**src/rtl/sm4_blk_seq.sv**
```systemverilog
// Block sequencer in front of the SM4 core: key expansion, per-block issue/collect,
// ECB/CBC chaining and a one-block output buffer with valid/ready backpressure.
module sm4_blk_seq #(
  parameter int unsigned TIMEOUT_CYC = 255,
  parameter int unsigned CNT_W       = 32
) (
  input  logic             clk_i,
  input  logic             rst_ni,
  input  logic             start_i,
  input  logic             abort_i,
  input  logic             cbc_i,
  input  logic             dec_i,
  input  logic [127:0]     key_i,
  input  logic [127:0]     iv_i,
  input  logic             in_valid_i,
  output logic             in_ready_o,
  input  logic [127:0]     in_data_i,
  input  logic             in_last_i,
  output logic             out_valid_o,
  input  logic             out_ready_i,
  output logic [127:0]     out_data_o,
  output logic             out_last_o,
  output logic             busy_o,
  output logic             done_o,
  output logic             err_o,
  output logic [CNT_W-1:0] blk_cnt_o,
  output logic             core_sm4_enable_o,
  output logic             core_encdec_enable_o,
  output logic             core_encdec_sel_o,
  output logic             core_valid_o,
  output logic             core_enable_key_exp_o,
  output logic             core_user_key_valid_o,
  output logic [127:0]     core_data_o,
  output logic [127:0]     core_user_key_o,
  input  logic [127:0]     core_result_i,
  input  logic             core_valid_i,
  input  logic             core_key_exp_ready_i
);

  localparam int unsigned TW = (TIMEOUT_CYC < 2) ? 1 : $clog2(TIMEOUT_CYC + 1);
  localparam logic [TW-1:0] TMAX = TW'(TIMEOUT_CYC - 1);

  typedef enum logic [2:0] {
    S_IDLE, S_KEYEXP, S_READY, S_ISSUE, S_WAIT, S_OUT, S_ERR
  } state_t;

  state_t         state;
  logic           cbc_q;
  logic           dec_q;
  logic           last_q;
  logic [127:0]   chain_q;
  logic [127:0]   saved_q;
  logic [TW-1:0]  timer_q;
  logic           timeout_hit;

  assign timeout_hit = (timer_q == TMAX);

  // NOTE: sequential state uses non-blocking assignments only; the defaults at the top of the
  // clocked branch make the pulse outputs self-clearing without any ordering hazards.
  always_ff @(posedge clk_i) begin
    if (!rst_ni) begin
      state                 <= S_IDLE;
      cbc_q                 <= 1'b0;
      dec_q                 <= 1'b0;
      last_q                <= 1'b0;
      chain_q               <= '0;
      saved_q               <= '0;
      timer_q               <= '0;
      in_ready_o            <= 1'b0;
      out_valid_o           <= 1'b0;
      out_data_o            <= '0;
      out_last_o            <= 1'b0;
      busy_o                <= 1'b0;
      done_o                <= 1'b0;
      err_o                 <= 1'b0;
      blk_cnt_o             <= '0;
      core_sm4_enable_o     <= 1'b0;
      core_encdec_enable_o  <= 1'b0;
      core_encdec_sel_o     <= 1'b0;
      core_valid_o          <= 1'b0;
      core_enable_key_exp_o <= 1'b0;
      core_user_key_valid_o <= 1'b0;
      core_data_o           <= '0;
      core_user_key_o       <= '0;
    end else begin
      done_o                <= 1'b0;
      core_valid_o          <= 1'b0;
      core_user_key_valid_o <= 1'b0;

      if (abort_i) begin
        // Abort drops any in-flight or buffered block; the delivered count is left alone.
        state                 <= S_IDLE;
        in_ready_o            <= 1'b0;
        out_valid_o           <= 1'b0;
        out_last_o            <= 1'b0;
        busy_o                <= 1'b0;
        err_o                 <= 1'b0;
        core_sm4_enable_o     <= 1'b0;
        core_encdec_enable_o  <= 1'b0;
        core_encdec_sel_o     <= 1'b0;
        core_enable_key_exp_o <= 1'b0;
      end else begin
        unique case (state)
          S_IDLE: begin
            if (start_i) begin
              state                 <= S_KEYEXP;
              cbc_q                 <= cbc_i;
              dec_q                 <= dec_i;
              chain_q               <= iv_i;
              core_user_key_o       <= key_i;
              core_encdec_sel_o     <= dec_i;
              blk_cnt_o             <= '0;
              timer_q               <= '0;
              busy_o                <= 1'b1;
              core_sm4_enable_o     <= 1'b1;
              core_enable_key_exp_o <= 1'b1;
              core_user_key_valid_o <= 1'b1;
            end
          end

          S_KEYEXP: begin
            // The ready flag may still be high from the previous key during the first cycle.
            if (core_key_exp_ready_i && !core_user_key_valid_o) begin
              state                 <= S_READY;
              core_enable_key_exp_o <= 1'b0;
              core_encdec_enable_o  <= 1'b1;
              in_ready_o            <= 1'b1;
            end else if (timeout_hit) begin
              state                 <= S_ERR;
              err_o                 <= 1'b1;
              core_sm4_enable_o     <= 1'b0;
              core_encdec_sel_o     <= 1'b0;
              core_enable_key_exp_o <= 1'b0;
            end else begin
              timer_q <= timer_q + TW'(1);
            end
          end

          S_READY: begin
            if (in_valid_i) begin
              state        <= S_ISSUE;
              in_ready_o   <= 1'b0;
              core_data_o  <= (cbc_q && !dec_q) ? (in_data_i ^ chain_q) : in_data_i;
              saved_q      <= in_data_i;
              last_q       <= in_last_i;
              core_valid_o <= 1'b1;
            end
          end

          S_ISSUE: begin
            state   <= S_WAIT;
            timer_q <= '0;
          end

          S_WAIT: begin
            if (core_valid_i) begin
              state       <= S_OUT;
              out_data_o  <= (cbc_q && dec_q) ? (core_result_i ^ chain_q) : core_result_i;
              out_last_o  <= last_q;
              out_valid_o <= 1'b1;
              if (cbc_q) chain_q <= dec_q ? saved_q : core_result_i;
            end else if (timeout_hit) begin
              state                <= S_ERR;
              err_o                <= 1'b1;
              core_sm4_enable_o    <= 1'b0;
              core_encdec_enable_o <= 1'b0;
              core_encdec_sel_o    <= 1'b0;
            end else begin
              timer_q <= timer_q + TW'(1);
            end
          end

          S_OUT: begin
            if (out_ready_i) begin
              out_valid_o <= 1'b0;
              out_last_o  <= 1'b0;
              blk_cnt_o   <= blk_cnt_o + CNT_W'(1);
              if (last_q) begin
                state                <= S_IDLE;
                done_o               <= 1'b1;
                busy_o               <= 1'b0;
                core_sm4_enable_o    <= 1'b0;
                core_encdec_enable_o <= 1'b0;
              end else begin
                state      <= S_READY;
                in_ready_o <= 1'b1;
              end
            end
          end

          S_ERR: begin
            state <= S_ERR;
          end

          default: state <= S_IDLE;
        endcase
      end
    end
  end

endmodule
```
**config.mk**
```make
export PLATFORM = sky130hd
export DESIGN_NAME = sm4_blk_seq
export DESIGN_NICKNAME = d
export VERILOG_FILES = /design/src/rtl/sm4_blk_seq.sv
export SDC_FILE = /design/constraint.sdc
export NUM_CORES = 2
export LEC_CHECK = 0
export ABC_AREA = 1
export ABC_CLOCK_PERIOD_IN_PS = 2200
export BUFFER_PORTS_ARGS = -buffer_cell sky130_fd_sc_hd__buf_2
export CAP_MARGIN = 40
export CORE_MARGIN = 3
export CORE_UTILIZATION = 23
export CTS_CLUSTER_SIZE = 14
export DETAILED_ROUTE_END_ITERATION = 7
export GPL_ROUTABILITY_DRIVEN = 0
export PLACE_DENSITY = 0.49
export SLEW_MARGIN = 20
export SYNTH_ARGS = -nofsm -noshare
export SYNTH_HDL_FRONTEND = slang
export SYNTH_SLANG_ARGS = --single-unit
```
**constraint.sdc**
```tcl
create_clock -name clk_i -period 2.2 [get_ports clk_i]
set_clock_uncertainty 0.1 [all_clocks]
set_input_delay 0.11 -clock clk_i [delete_from_list [all_inputs] [get_ports clk_i]]
set_output_delay 0.11 -clock clk_i [all_outputs]
set_load 0.02 [all_outputs]
```
Yosys cells after proc, flatten, opt, wreduce, memory -nomap -nowiden
Index checks and enable logic that the tools add are counted.
- flip-flop bits (word level): 698
- word-level logic and storage cells: 145
- equality and inequality tests: 19
- muxes and demuxes: 58
- add/sub/neg operators: 2
- bitwise gates (word level): 8
- reduce and logical (&&, ||, !) cells: 35
- operators by type and width (cell ; number):
    $mux W128 ; 6
    $pmux W128 S2 ; 1
    $xor A128 B128 Y128 ; 2
    $mux W32 ; 2
    $pmux W32 S2 ; 1
    $add A32 B1 Y32 const B ; 1
    $mux W8 ; 4
    $pmux W8 S4 ; 1
    $mux W1 ; 26
    $ne A2 B2 Y1 const B ; 11
    $pmux W3 S7 ; 1
    $reduce_and A3 Y1 ; 7
    $mux W3 ; 6
    $reduce_and A5 Y1 ; 3
    $reduce_and A4 Y1 ; 3
    $reduce_and A6 Y1 ; 2
    $pmux W1 S2 ; 5
    $reduce_bool A2 Y1 ; 5
    $eq A3 B3 Y1 const B ; 3
    $pmux W1 S3 ; 3
    $reduce_bool A3 Y1 ; 3
    $add A8 B1 Y8 const B ; 1
    $eq A8 B8 Y1 const B ; 1
    $reduce_bool A4 Y1 ; 2
    12 further kinds ; 22

Logic depth before layout (Yosys ltp)
- depth in word-level cells: 4
- gate-level depth with buffers: 12
- gate-level depth less buffers: 11

Worst setup path before layout
OpenSTA, ideal clock, no wires.
- path kind: register to register
- start: register blk_cnt_o[0]
- end: register blk_cnt_o[20]
- cell stages (with the launch flop): 10
- setup time: 0.064 ns
- setup slack: 0.358 ns
- arrival: 1.678 ns
- path buffers: 0
- data required time: 2.036 ns
- cell sequence: dfxtp_1 -> ha_1 -> nand3_1 -> nor2_1 -> nand2_1 -> nor2_1 -> nand3_1 -> nand2_1 -> inv_1 -> nor2_1
- word-level cells in the longest chain between the ends: 3
- ends and longest elaborated chain (item ; RTL line ; RTL):
    from (decl) ; 26 ; output logic [CNT_W-1:0] blk_cnt_o,
    from (signal assigned) ; 177 ; blk_cnt_o <= blk_cnt_o + CNT_W'(1);
    $add A32 B1 Y32 ; 177 ;
    $mux W32 ; 174 ; if (out_ready_i) begin
    $pmux W32 S2 ; 103 ; unique case (state)
Every way passes these cells. The select of a mux whose other input is x is not followed.
A chain may end at the register's enable or synchronous reset.

Worst setup path in the final report
- start: register state[0]
- end: register core_user_key_o[33]
- word-level cells in the longest chain between the ends: 2
- ends and longest elaborated chain (item ; RTL line ; RTL):
    from (decl) ; 47 ; state_t state;
    from (signal assigned) ; 62 ; state <= S_IDLE;
    from (signal assigned) ; 92 ; state <= S_IDLE;
    from (signal assigned) ; 106 ; state <= S_KEYEXP;
    $logic_not A3 Y1 ; 103 ;
    $reduce_and A3 Y1 (no line) ; - ;
    to (signal assigned) ; 110 ; core_user_key_o <= key_i;
    to (decl) ; 34 ; output logic [127:0] core_user_key_o,
Every way passes these cells.

==> flow_summary.yaml <==
clocking:
  cts_tree: "built"
  clk_path_buf_depth: 3
  clock_latency_ns: 0.69
  cts_max_level: 3
  cts_buffers: 86
  cts.sinks: 698
  root_buffer: "clkbuf_16"
  clk_pin_slew_ns: 0.06
finish:
  fin_nets: 6311
  post_route_cells_drive_above_1_share_pct: 21.3
  fin_area_um2: 46700
  fill_cells: 14100
  areaGrowthSynthToFinish_pct: 51.8
  post-route-util_pct: 35.3
drt:
  drc: 0
  route.met2.wl_mm: 70.2
  wl_met3_mm: 10.8
  vias: 34800
  drtPass1Iterations: 5
  routedWlPerCell_um: 19.8
  drt_wl_total_mm: 151
  routed.top_layer: "met5"
  drtIter0Drc: 2292
  drt-vias-per-instance: 4.57
  wirelength_met1_mm: 63.7
  antenna_left: 0
job:
  drv_cap: 0
grt:
  grt_pass1_wl_mm: 215
  overflow: 0
  grt_max_degree: 129
  antenna_found_initial: 28
  grt_util_all_layers_pct: 20.3
  grt_pass1_vias: 34200
setup_path:
  reg2reg_to: "core_user_key_o[33]$_SDFFE_PN0P_"
  r2r_setup_slack_ns: 0.12
  crit_type: "reg -> reg"
  r2r_cells: 6
  cp.arrival_ns: 2.59
  cp-end-kind: "register"
  crit_fanout: 128
  worstPathRequired_ns: 2.71
  cp-startpoint: "state[0]$_SDFFE_PP0P_"
  crit_path_start_kind: "register"
  r2r-start: "state[0]$_SDFFE_PP0P_"
  crit_end: "core_user_key_o[33]$_SDFFE_PN0P_"
timing:
  rsz0062_at_grt: "yes"
  relSlewSlack_pct: 58.5
  hold_viol_final: 0
  tightestPinTransition_ns: 0.623
  period_needed_ns: 2.08
  slew_viol_final: 0
  period_share_pct: 94.5
  setup_viol: 0
  fmax_mhz: 481
synth:
  synth-main-ff-cell: "dfxtp_1"
  yosysTopAreaCellShare_pct: 45.4
  synth_area_leaders: "dfxtp_1, nand2_1, o21ai_0, nor2_1, xor2_1"
  synth_common_cells: "nand2_1, nor2_1, dfxtp_1"
  synthArstFlopShare_pct: 0
  synth.cell_area_um2: 30800
  syn_nets: 4908
  yosysMostFrequentCell: "nand2_1"
  syn_area_per_cell_um2: 7.02
  ys_types: 31
  yosysSeqAreaShare_pct: 45.4
  synth_edf_count: 0
  syn_inst: 4382
  ys_ff_latch: 698
  yosysWarnings: 0
  synth_top_area_cell: "dfxtp_1"
power:
  clock_power_share_pct: 44.8
  comb_power_share_pct: 14.0
  power_switching_mw: 9.01
  p_int_mw: 23.6
  p_leak_nw: 21.6
  pwr_density_cell_nw_per_um2: 697
  irDropWorstVdd_uv: 490
  p_sw_share_pct: 27.7
  pwr-share-seq_pct: 41.2
status:
  outcome: "finished, final reports clean"
floorplanning:
  die_h_um: 372
  dieArea_um2: 138000
  die_w_um: 372
  core-area_um2: 132000
  ios: 951
  initial_core_util_pct: 23.3
  rows: 133
worst_hold_path:
  hold_path.class: "in -> reg"
place:
  port_buffers: 950
  dp_hpwl_mm: 104
  place_area_um2: 38200
[power by group through the flow]
stage | clock (mW) | sequential (mW) | combinational (mW)
after floorplan | 0 | 13.9 | 1.56
after global placement | 0 | 13.7 | 3.68
after detailed placement | 0 | 13.7 | 3.68
after CTS | 15.0 | 13.4 | 4.49
after global routing | 15.4 | 13.5 | 4.94
final | 14.6 | 13.4 | 4.56
[stage by stage]
stage / setup TNS (ns) / instances / total power, mW / hold WS (ns) / setup WS (ns)
6_report: 0 / 7627 / 32.6 / 0.0797 / 0.122
5_1_grt: -0.0202 / 7622 / 33.9 / 0.0482 / -0.0148
2_1_floorplan: 0 / 4382 / 15.4 / 0.145 / 0.358
3_5_place_dp: 0 / 6914 / 17.4 / 0.237 / 0.108
3_3_place_gp: 0 / 6914 / 17.4 / 0.230 / 0.118
4_1_cts: 0 / 7591 / 32.9 / 0.00000860 / 0.0274
[worst min path at each step]
stage / cells past startpoint / slack, ns / startpoint / endpoint
CTS: 4 / 0.000009 / key_i[45] / core_user_key_o[45]$_SDFFE_PN0P_
floorplan: 2 / 0.14 / in_data_i[0] / saved_q[0]$_SDFFE_PN0P_
finish: 4 / 0.08 / key_i[28] / core_user_key_o[28]$_SDFFE_PN0P_
detailed placement: 3 / 0.24 / key_i[28] / core_user_key_o[28]$_SDFFE_PN0P_
global route: 4 / 0.05 / key_i[49] / core_user_key_o[49]$_SDFFE_PN0P_
global placement: 3 / 0.23 / key_i[124] / core_user_key_o[124]$_SDFFE_PN0P_
[critical path: stages, from the launching register on]
cell and delay, ns:
dfxtp_1 0.35, nor2_4 0.22, nand3_1 0.18, nor2_4 0.26
buf_16 0.31, o21ai_0 0.21, nor2_1 0.15
[layout make-up]
type                    count  area, um^2  area share [%]
diodes                     23        57.6           0.123
clock inverters            23         314           0.672
flip-flops and latches    698       14000            29.9
inverters                 107         439           0.940
clock buffers             129        2520            5.39
multi-input cells        3274       15100            32.3
repair buffers           1618       12100            25.9
well taps                1755        2200            4.70
[registers in the layout (all words and copies together) (netlist names), 3 cells and up]
register and flops:
state 3, core_user_key_o 128, saved_q 128, out_data_o 128, timer_q 8, core_data_o 128, chain_q 128, blk_cnt_o 32
[routing by layer]
| layer | track usage (%) | vias up |
|---|---|---|
| met5 | 0 | - |
| met4 | 8.86 | 14 |
| met3 | 5.08 | 327 |
| met2 | 32.9 | 1268 |
| met1 | 25.6 | 16400 |
| li1 | - | 16900 |
[timing repair]
| action | CTS | global route |
|---|---|---|
| gates resized for setup | 0 | 23 |
| hold buffers | 525 | 0 |
| setup endpoints to repair | 0 | 123 |
| buffers inserted | 0 | 3 |
| hold endpoints to repair | 660 | 0 |
[kinds of logic (layout without fill, tap and decap cells)]
logic type                 Yosys count  in the layout  synth area share [%]
AOI/OAI and AO/OA                 1009           1009                  16.5
and+or+nand+nor                   2003           2003                  25.0
buffers and inverters              410           1877                  5.59
adders and majority gates            3              3                 0.122
other                                0             23                     0
DFF                                698            698                  45.4
xor gates and xnor gates           259            259                  7.38
[placed cells by master, fill, tap and decap left out, drive strengths merged]
master          n
ha              3
o21ai         655
diode          23
clkinvlp        1
nand3          43
bufinv          5
buf          1085
xor2          258
inv           112
nor3            9
clkinv         12
o21bai          3
and3            1
nand3b          8
nor3b           1
clkbuf        137
a31oi           2
nand4          12
nand2        1095
nor2          834
a211oi          1
dfxtp         698
dlygate4sd3   525
xnor2           1
a21oi         348
Note: power is estimated with default switching activity, not from simulation.
